## src/rtl/lbm_pull_gather.sv

```systemverilog
// lbm_pull_gather
//   Pull-side gather unit for a D2Q9 lattice. Raster-scans every node, issues
//   nine single-population reads per node (one per direction) and assembles
//   f_i(x) = f_i(x - c_i) into one packed vector for the collision stage.
//   Sources that fall off the lattice are replaced by half-way bounce-back:
//   the node's own address is read in the opposite direction.
// Ports
//   clk, rst_n          clock (rising edge), asynchronous active-low reset
//   start, busy, done   sweep control / status
//   rd_en, rd_addr,
//   rd_dir, rd_data     population RAM read port (data 1 cycle after rd_en)
//   out_valid,
//   out_ready           node vector handshake
//   out_pops            f0 in the top slot ... f8 in the bottom slot
//   out_addr, out_x,
//   out_y, out_bb       node address, coordinates, bounce-back mask
module lbm_pull_gather #(
    parameter int GRID_DIM      = 256,
    parameter int SIDE_LENGTH   = GRID_DIM / 16,
    parameter int ADDRESS_WIDTH = $clog2(GRID_DIM) + 1,
    parameter int DATA_WIDTH    = 16
) (
    input  logic                    clk,
    input  logic                    rst_n,
    input  logic                    start,
    output logic                    busy,
    output logic                    done,
    output logic                    rd_en,
    output logic [ADDRESS_WIDTH-1:0] rd_addr,
    output logic [3:0]              rd_dir,
    input  logic [DATA_WIDTH-1:0]   rd_data,
    output logic                    out_valid,
    input  logic                    out_ready,
    output logic [9*DATA_WIDTH-1:0] out_pops,
    output logic [ADDRESS_WIDTH-1:0] out_addr,
    output logic [ADDRESS_WIDTH-1:0] out_x,
    output logic [ADDRESS_WIDTH-1:0] out_y,
    output logic [8:0]              out_bb
);

    localparam logic [ADDRESS_WIDTH-1:0] LAST_COORD = ADDRESS_WIDTH'(SIDE_LENGTH - 1);

    typedef enum logic [2:0] {S_IDLE, S_ISSUE, S_CAPTURE, S_OUT, S_DONE} state_t;

    typedef struct packed {
        logic [ADDRESS_WIDTH-1:0] addr;
        logic [3:0]               dir;
        logic                     bb;
    } rd_req_t;

    // Row-flipped node map shared with the streaming unit.
    function automatic logic [ADDRESS_WIDTH-1:0] node_addr(input logic [ADDRESS_WIDTH-1:0] nx,
                                                           input logic [ADDRESS_WIDTH-1:0] ny);
        return ADDRESS_WIDTH'(GRID_DIM - SIDE_LENGTH * (1 + int'(ny)) + int'(nx));
    endfunction

    function automatic rd_req_t gen_read(input logic [ADDRESS_WIDTH-1:0] gx,
                                         input logic [ADDRESS_WIDTH-1:0] gy,
                                         input logic [3:0]               d);
        int         cx, cy, sx, sy;
        logic [3:0] opp;
        rd_req_t    r;
        cx  = 0;
        cy  = 0;
        opp = d;
        case (d)
            4'd1: begin cx =  1;          opp = 4'd3; end
            4'd2: begin          cy =  1; opp = 4'd4; end
            4'd3: begin cx = -1;          opp = 4'd1; end
            4'd4: begin          cy = -1; opp = 4'd2; end
            4'd5: begin cx =  1; cy =  1; opp = 4'd7; end
            4'd6: begin cx = -1; cy =  1; opp = 4'd8; end
            4'd7: begin cx = -1; cy = -1; opp = 4'd5; end
            4'd8: begin cx =  1; cy = -1; opp = 4'd6; end
            default: ;
        endcase
        sx = int'(gx) - cx;
        sy = int'(gy) - cy;
        if (sx < 0 || sx >= SIDE_LENGTH || sy < 0 || sy >= SIDE_LENGTH) begin
            r.addr = node_addr(gx, gy);
            r.dir  = opp;
            r.bb   = 1'b1;
        end else begin
            r.addr = ADDRESS_WIDTH'(GRID_DIM - SIDE_LENGTH * (1 + sy) + sx);
            r.dir  = d;
            r.bb   = 1'b0;
        end
        return r;
    endfunction

    state_t                  state;
    logic [3:0]              k;
    logic [DATA_WIDTH-1:0]   slot [9];

    logic [ADDRESS_WIDTH-1:0] req_x, req_y;
    logic [3:0]               req_k;
    logic                     last_node;
    rd_req_t                  req;

    // The read to be registered next: direction k+1 of the current node while
    // issuing, or direction 0 of the first/next node when a node is launched.
    always_comb begin
        req_x = out_x;
        req_y = out_y;
        req_k = k + 4'd1;
        if (state == S_IDLE) begin
            req_x = '0;
            req_y = '0;
            req_k = '0;
        end else if (state == S_OUT) begin
            req_k = '0;
            if (out_x == LAST_COORD) begin
                req_x = '0;
                req_y = out_y + 1'b1;
            end else begin
                req_x = out_x + 1'b1;
            end
        end
        req = gen_read(req_x, req_y, req_k);
    end

    assign last_node = (out_x == LAST_COORD) && (out_y == LAST_COORD);

    always_comb begin
        out_pops = '0;
        for (int unsigned i = 0; i < 9; i++) begin
            out_pops[(8 - i) * DATA_WIDTH +: DATA_WIDTH] = slot[i];
        end
    end

    always_ff @(posedge clk or negedge rst_n) begin
        if (!rst_n) begin
            state     <= S_IDLE;
            k         <= '0;
            slot      <= '{default: '0};
            busy      <= 1'b0;
            done      <= 1'b0;
            rd_en     <= 1'b0;
            rd_addr   <= '0;
            rd_dir    <= '0;
            out_valid <= 1'b0;
            out_addr  <= '0;
            out_x     <= '0;
            out_y     <= '0;
            out_bb    <= '0;
        end else begin
            done <= 1'b0;
            case (state)
                S_IDLE: begin
                    if (start) begin
                        state    <= S_ISSUE;
                        busy     <= 1'b1;
                        k        <= '0;
                        out_x    <= req_x;
                        out_y    <= req_y;
                        out_addr <= node_addr(req_x, req_y);
                        out_bb   <= {8'b0, req.bb};
                        rd_en    <= 1'b1;
                        rd_addr  <= req.addr;
                        rd_dir   <= req.dir;
                    end
                end
                S_ISSUE: begin
                    // rd_data now answers the read issued last cycle (k-1).
                    if (k != 4'd0) begin
                        slot[k - 4'd1] <= rd_data;
                    end
                    if (k == 4'd8) begin
                        rd_en <= 1'b0;
                        state <= S_CAPTURE;
                    end else begin
                        k             <= req_k;
                        rd_addr       <= req.addr;
                        rd_dir        <= req.dir;
                        out_bb[req_k] <= req.bb;
                    end
                end
                S_CAPTURE: begin
                    slot[8]   <= rd_data;
                    out_valid <= 1'b1;
                    state     <= S_OUT;
                end
                S_OUT: begin
                    if (out_ready) begin
                        out_valid <= 1'b0;
                        if (last_node) begin
                            state <= S_DONE;
                            done  <= 1'b1;
                            busy  <= 1'b0;
                        end else begin
                            state    <= S_ISSUE;
                            k        <= '0;
                            out_x    <= req_x;
                            out_y    <= req_y;
                            out_addr <= node_addr(req_x, req_y);
                            out_bb   <= {8'b0, req.bb};
                            rd_en    <= 1'b1;
                            rd_addr  <= req.addr;
                            rd_dir   <= req.dir;
                        end
                    end
                end
                S_DONE: begin
                    state <= S_IDLE;
                end
                default: state <= S_IDLE;
            endcase
        end
    end

endmodule

```

## config.mk

```make
export PLATFORM = sky130hd
export DESIGN_NAME = lbm_pull_gather
export DESIGN_NICKNAME = d
export VERILOG_FILES = /design/src/rtl/lbm_pull_gather.sv
export SDC_FILE = /design/constraint.sdc
export NUM_CORES = 1
export LEC_CHECK = 0
export ABC_AREA = 1
export CORE_MARGIN = 2
export CORE_UTILIZATION = 52
export CTS_CLUSTER_DIAMETER = 150
export DETAILED_ROUTE_END_ITERATION = 10
export GPL_ROUTABILITY_DRIVEN = 1
export GPL_TIMING_DRIVEN = 0
export MAX_ROUTING_LAYER = met4
export PLACE_DENSITY_LB_ADDON = 0.05
export SYNTH_ARGS = -nofsm -noshare
export SYNTH_HDL_FRONTEND = slang
export SYNTH_SLANG_ARGS = --single-unit
```

## constraint.sdc

```tcl
create_clock -name clk -period 7.2 [get_ports clk]
set_input_delay 1.8 -clock clk [delete_from_list [all_inputs] [get_ports clk]]
set_output_delay 1.8 -clock clk [all_outputs]
set_load 0.005 [all_outputs]
```

==> key figures <==
Run status
  • Status: complete, no violations

Power
  • Total Power: 8.23 mW
  • Cell Pwr Density: 590 nW/um^2
  • Peak supply drop: 1.23 mV
  • Static Leak: 6.69 nW

Min path
  • Source of the worst hold timing path: rd_dir[1]$_DFFE_PN0P_
  • Worst Hold Depth: 2
  • Hold Crit Class: register to register
  • WHS Endpoint: rd_dir[1]$_DFFE_PN0P_

Setup path
  • Crit end category: register
  • Worst Path Arrival: 6.54 ns
  • Worst reg2reg endpoint: rd_addr[3]$_DFFE_PN0P_
  • CP max stage delay: 0.52 ns
  • CP max FO: 10
  • RR Startpoint: k[0]$_DFFE_PN0P_
  • Crit-path slowest cell: dfrtp_1
  • CP required: 7.57 ns
  • Worst R2R Setup Slack: 1.03 ns
  • Startpoint Class: register
  • Worst reg2reg path depth: 29
  • Kind of critical path: register to register

Route
  • Vias: 8407
  • Avg WL per Cell: 17.6 um
  • Antenna Nets Post-Route: 0
  • Total wire length: 27700 um
  • DR iter-0 viols: 381
  • Via density per instance: 5.35
  • Drt pass-1 iters: 5
  • Drt drc: 0

Die
  • Site Rows: 52
  • Die footprint: 21800 um^2
  • Starting Density: 53.1%
  • Die H: 148 um
  • Die width: 148 um
  • Io pins: 217
  • Core box area: 20200 um^2

CTS
  • CTS clk-pin slew, worst paths: 0.08 ns
  • Clk Latency, worst-skew pair: 0.45 ns
  • Sinks on Clock Net: 200
  • Setup Buffers After CTS: 0
  • Cts bufs inserted: 17
  • H-tree depth: 4
  • Post-CTS sizing: 0
  • Clock Path Buffers: 2
  • Clock Tree Root: clkbuf_16
  • CTS tree: done
  • CTS Hold Buffers Added: 0

STA
  • Skew final: 0.0152 ns
  • Worst-Margin Slew: 0.949 ns
  • Final hold violations: 0
  • Final-report setup violation count: 0
  • Max Fclk: 162 MHz
  • Slew Limit Fails: 0
  • Min cycle time layout: 6.17 ns
  • RSZ-0062 raised after global routing: false
  • Final Cycle Share: 85.7%
  • Final setup TNS: 0 ns
  • Max_slew headroom: 36.5%

Global routing
  • First-pass GRT wire length: 44200 um
  • Initial antenna violation count: 0
  • Largest net degree at the start of global routing: 118
  • Vias in the first global route: 8100
  • All-Layer GR Usage: 26.7%
  • GRT Residual Overflow: 0

Logic synthesis
  • Gate Count Post-Synth: 1052
  • Post-synth EDFFs: 0
  • Post-synth top area share: 46.6%
  • Seq/Total Area, Yosys: 46.6%
  • Adder-cell share of the synthesized area: 7.41%
  • Mapped Avg Cell Area: 10.2 um^2
  • Count leader, synth: dfrtp_1
  • Top post-synthesis cells by area: dfrtp_1, mux2_2, ha_1
  • Commonest cells post-synth: dfrtp_1, nand2_1, mux2_2
  • Distinct cell type count after synthesis: 54
  • Post-synth top area cell: dfrtp_1
  • Post-Synth XOR/XNOR Area: 2.41%
  • Ys flop type: dfrtp_1
  • Post-synthesis mux area share: 15.2%
  • Yosys reg bits: 200
  • Combinational family with the most area after synthesis: simple AND/OR/NAND/NOR gates
  • Post-synth ARST share: 100%
  • Post-Syn Nets: 1135
  • Synth Warn #: 0
  • Compound-Gate Fraction of Synth Area: 6.46%
  • Simple-Gate Fraction of Synth Area: 17.1%
  • Synth Cell Area: 10700 um^2

Final layout
  • Layout Nets: 1371
  • Layout cell share with drive strength beyond 1: 20.2%
  • Register area: 5000 um^2
  • Fillers: 1553
  • Final core occ: 69.0%
  • Post-Layout Inst Area: 14000 um^2
  • Multi-input gate area in the final layout: 5220 um^2
  • Layout area overhead: 29.9%
  • Ant diodes: 0

Placed design
  • Placed cell areas: 13300 um^2
  • IO Port Bufs: 216
  • Placer congestion estimate: 0.876
  • Dpl hpwl: 20800 um

Flow run
  • Max-Cap Viols: 0
## report_power, final
group	leakage [nW]	internal [mW]	switching, mW
clock network	0.325	0.604	0.474
logic	3.75	2.43	2.95
registers	2.61	1.54	0.239
## worst max-delay path by stage
stage                      from                 endpoint  slack (ns)  depth (start not counted)
6_report       k[0]$_DFFE_PN0P_   rd_addr[3]$_DFFE_PN0P_        1.03                         29
5_1_grt        k[0]$_DFFE_PN0P_   rd_addr[8]$_DFFE_PN0P_        0.46                         31
4_1_cts        k[0]$_DFFE_PN0P_   rd_addr[2]$_DFFE_PN0P_        1.07                         31
3_5_place_dp   k[0]$_DFFE_PN0P_   rd_addr[2]$_DFFE_PN0P_        1.08                         31
3_3_place_gp              rst_n  out_addr[8]$_DFFE_PN0P_       -4.06                          1
2_1_floorplan  k[0]$_DFFE_PN0P_    rd_dir[3]$_DFFE_PN0P_        2.05                         31
## logic make-up (layout without fill, tap and decap cells)
kind of cell	after synthesis	in the layout
DFF	200	200
buffers and inverters	123	372
and+or+nand+nor	377	377
AOI/OAI and AO/OA	116	116
muxes	145	145
xor gates and xnor gates	28	28
adders and majority gates	63	63
## area by class of cell
cell class                      count  share of cell area (%)
Tap cell                          270                    2.42
Multi-Input combinational cell    729                    37.4
Buffer                             24                    1.02
Inverter                           99                    2.70
Clock inverter                     15                    1.81
Sequential cell                   200                    35.9
Clock buffer                       17                    3.05
Timing Repair Buffer              217                    15.7
## worst max-delay path: cells and delay by family, from the launching register on
family / cells / cell delay [ns]
AOI/OAI and AO/OA: 5 / 0.92
and+or+nand+nor: 18 / 2.70
buffers and inverters: 2 / 0.43
DFF: 1 / 0.52
adders and majority gates: 4 / 1.52
## layer usage
metal	global-route usage, %	vias to the layer above	wire (um)
li1	-	4027	-
met2	43.8	250	13700
met4	8.41	0	563
met5	-	-	0
met1	34.4	4099	12000
met3	3.77	31	1480
## placed cells by master, fill, tap and decap left out, types with 10 or more instances in the layout
master and n:
mux2_2 144, clkbuf_16 17, nand2_4 10, a21oi_1 32
inv_1 90, ha_1 62, xor2_1 20, nor3_1 15
clkdlybuf4s50_1 215, nand2_2 11, nor2_1 58, dfrtp_1 200
nand3_1 38, o21ai_1 10, o21ai_0 42, nand2_1 196
## registers in the layout, indices dropped and copies added (netlist names)
name / flops
busy: 1
done: 1
k: 4
out_addr: 8
out_bb: 9
out_pops: 144
out_valid: 1
out_x: 6
out_y: 9
rd_addr: 9
rd_dir: 4
rd_en: 1
state: 3
## per-stage QoR
step                setup slack [ns]  instances  hold WS [ns]
detailed placement              1.08       1539         0.466
CTS                             1.07       1571         0.496
floorplan                       2.05       1052         0.465
finish                          1.03       1571         0.491
global route                   0.463       1571         0.511
global placement               -4.06       1538         0.469
No activity file was read; power rests on OpenSTA's default activity.
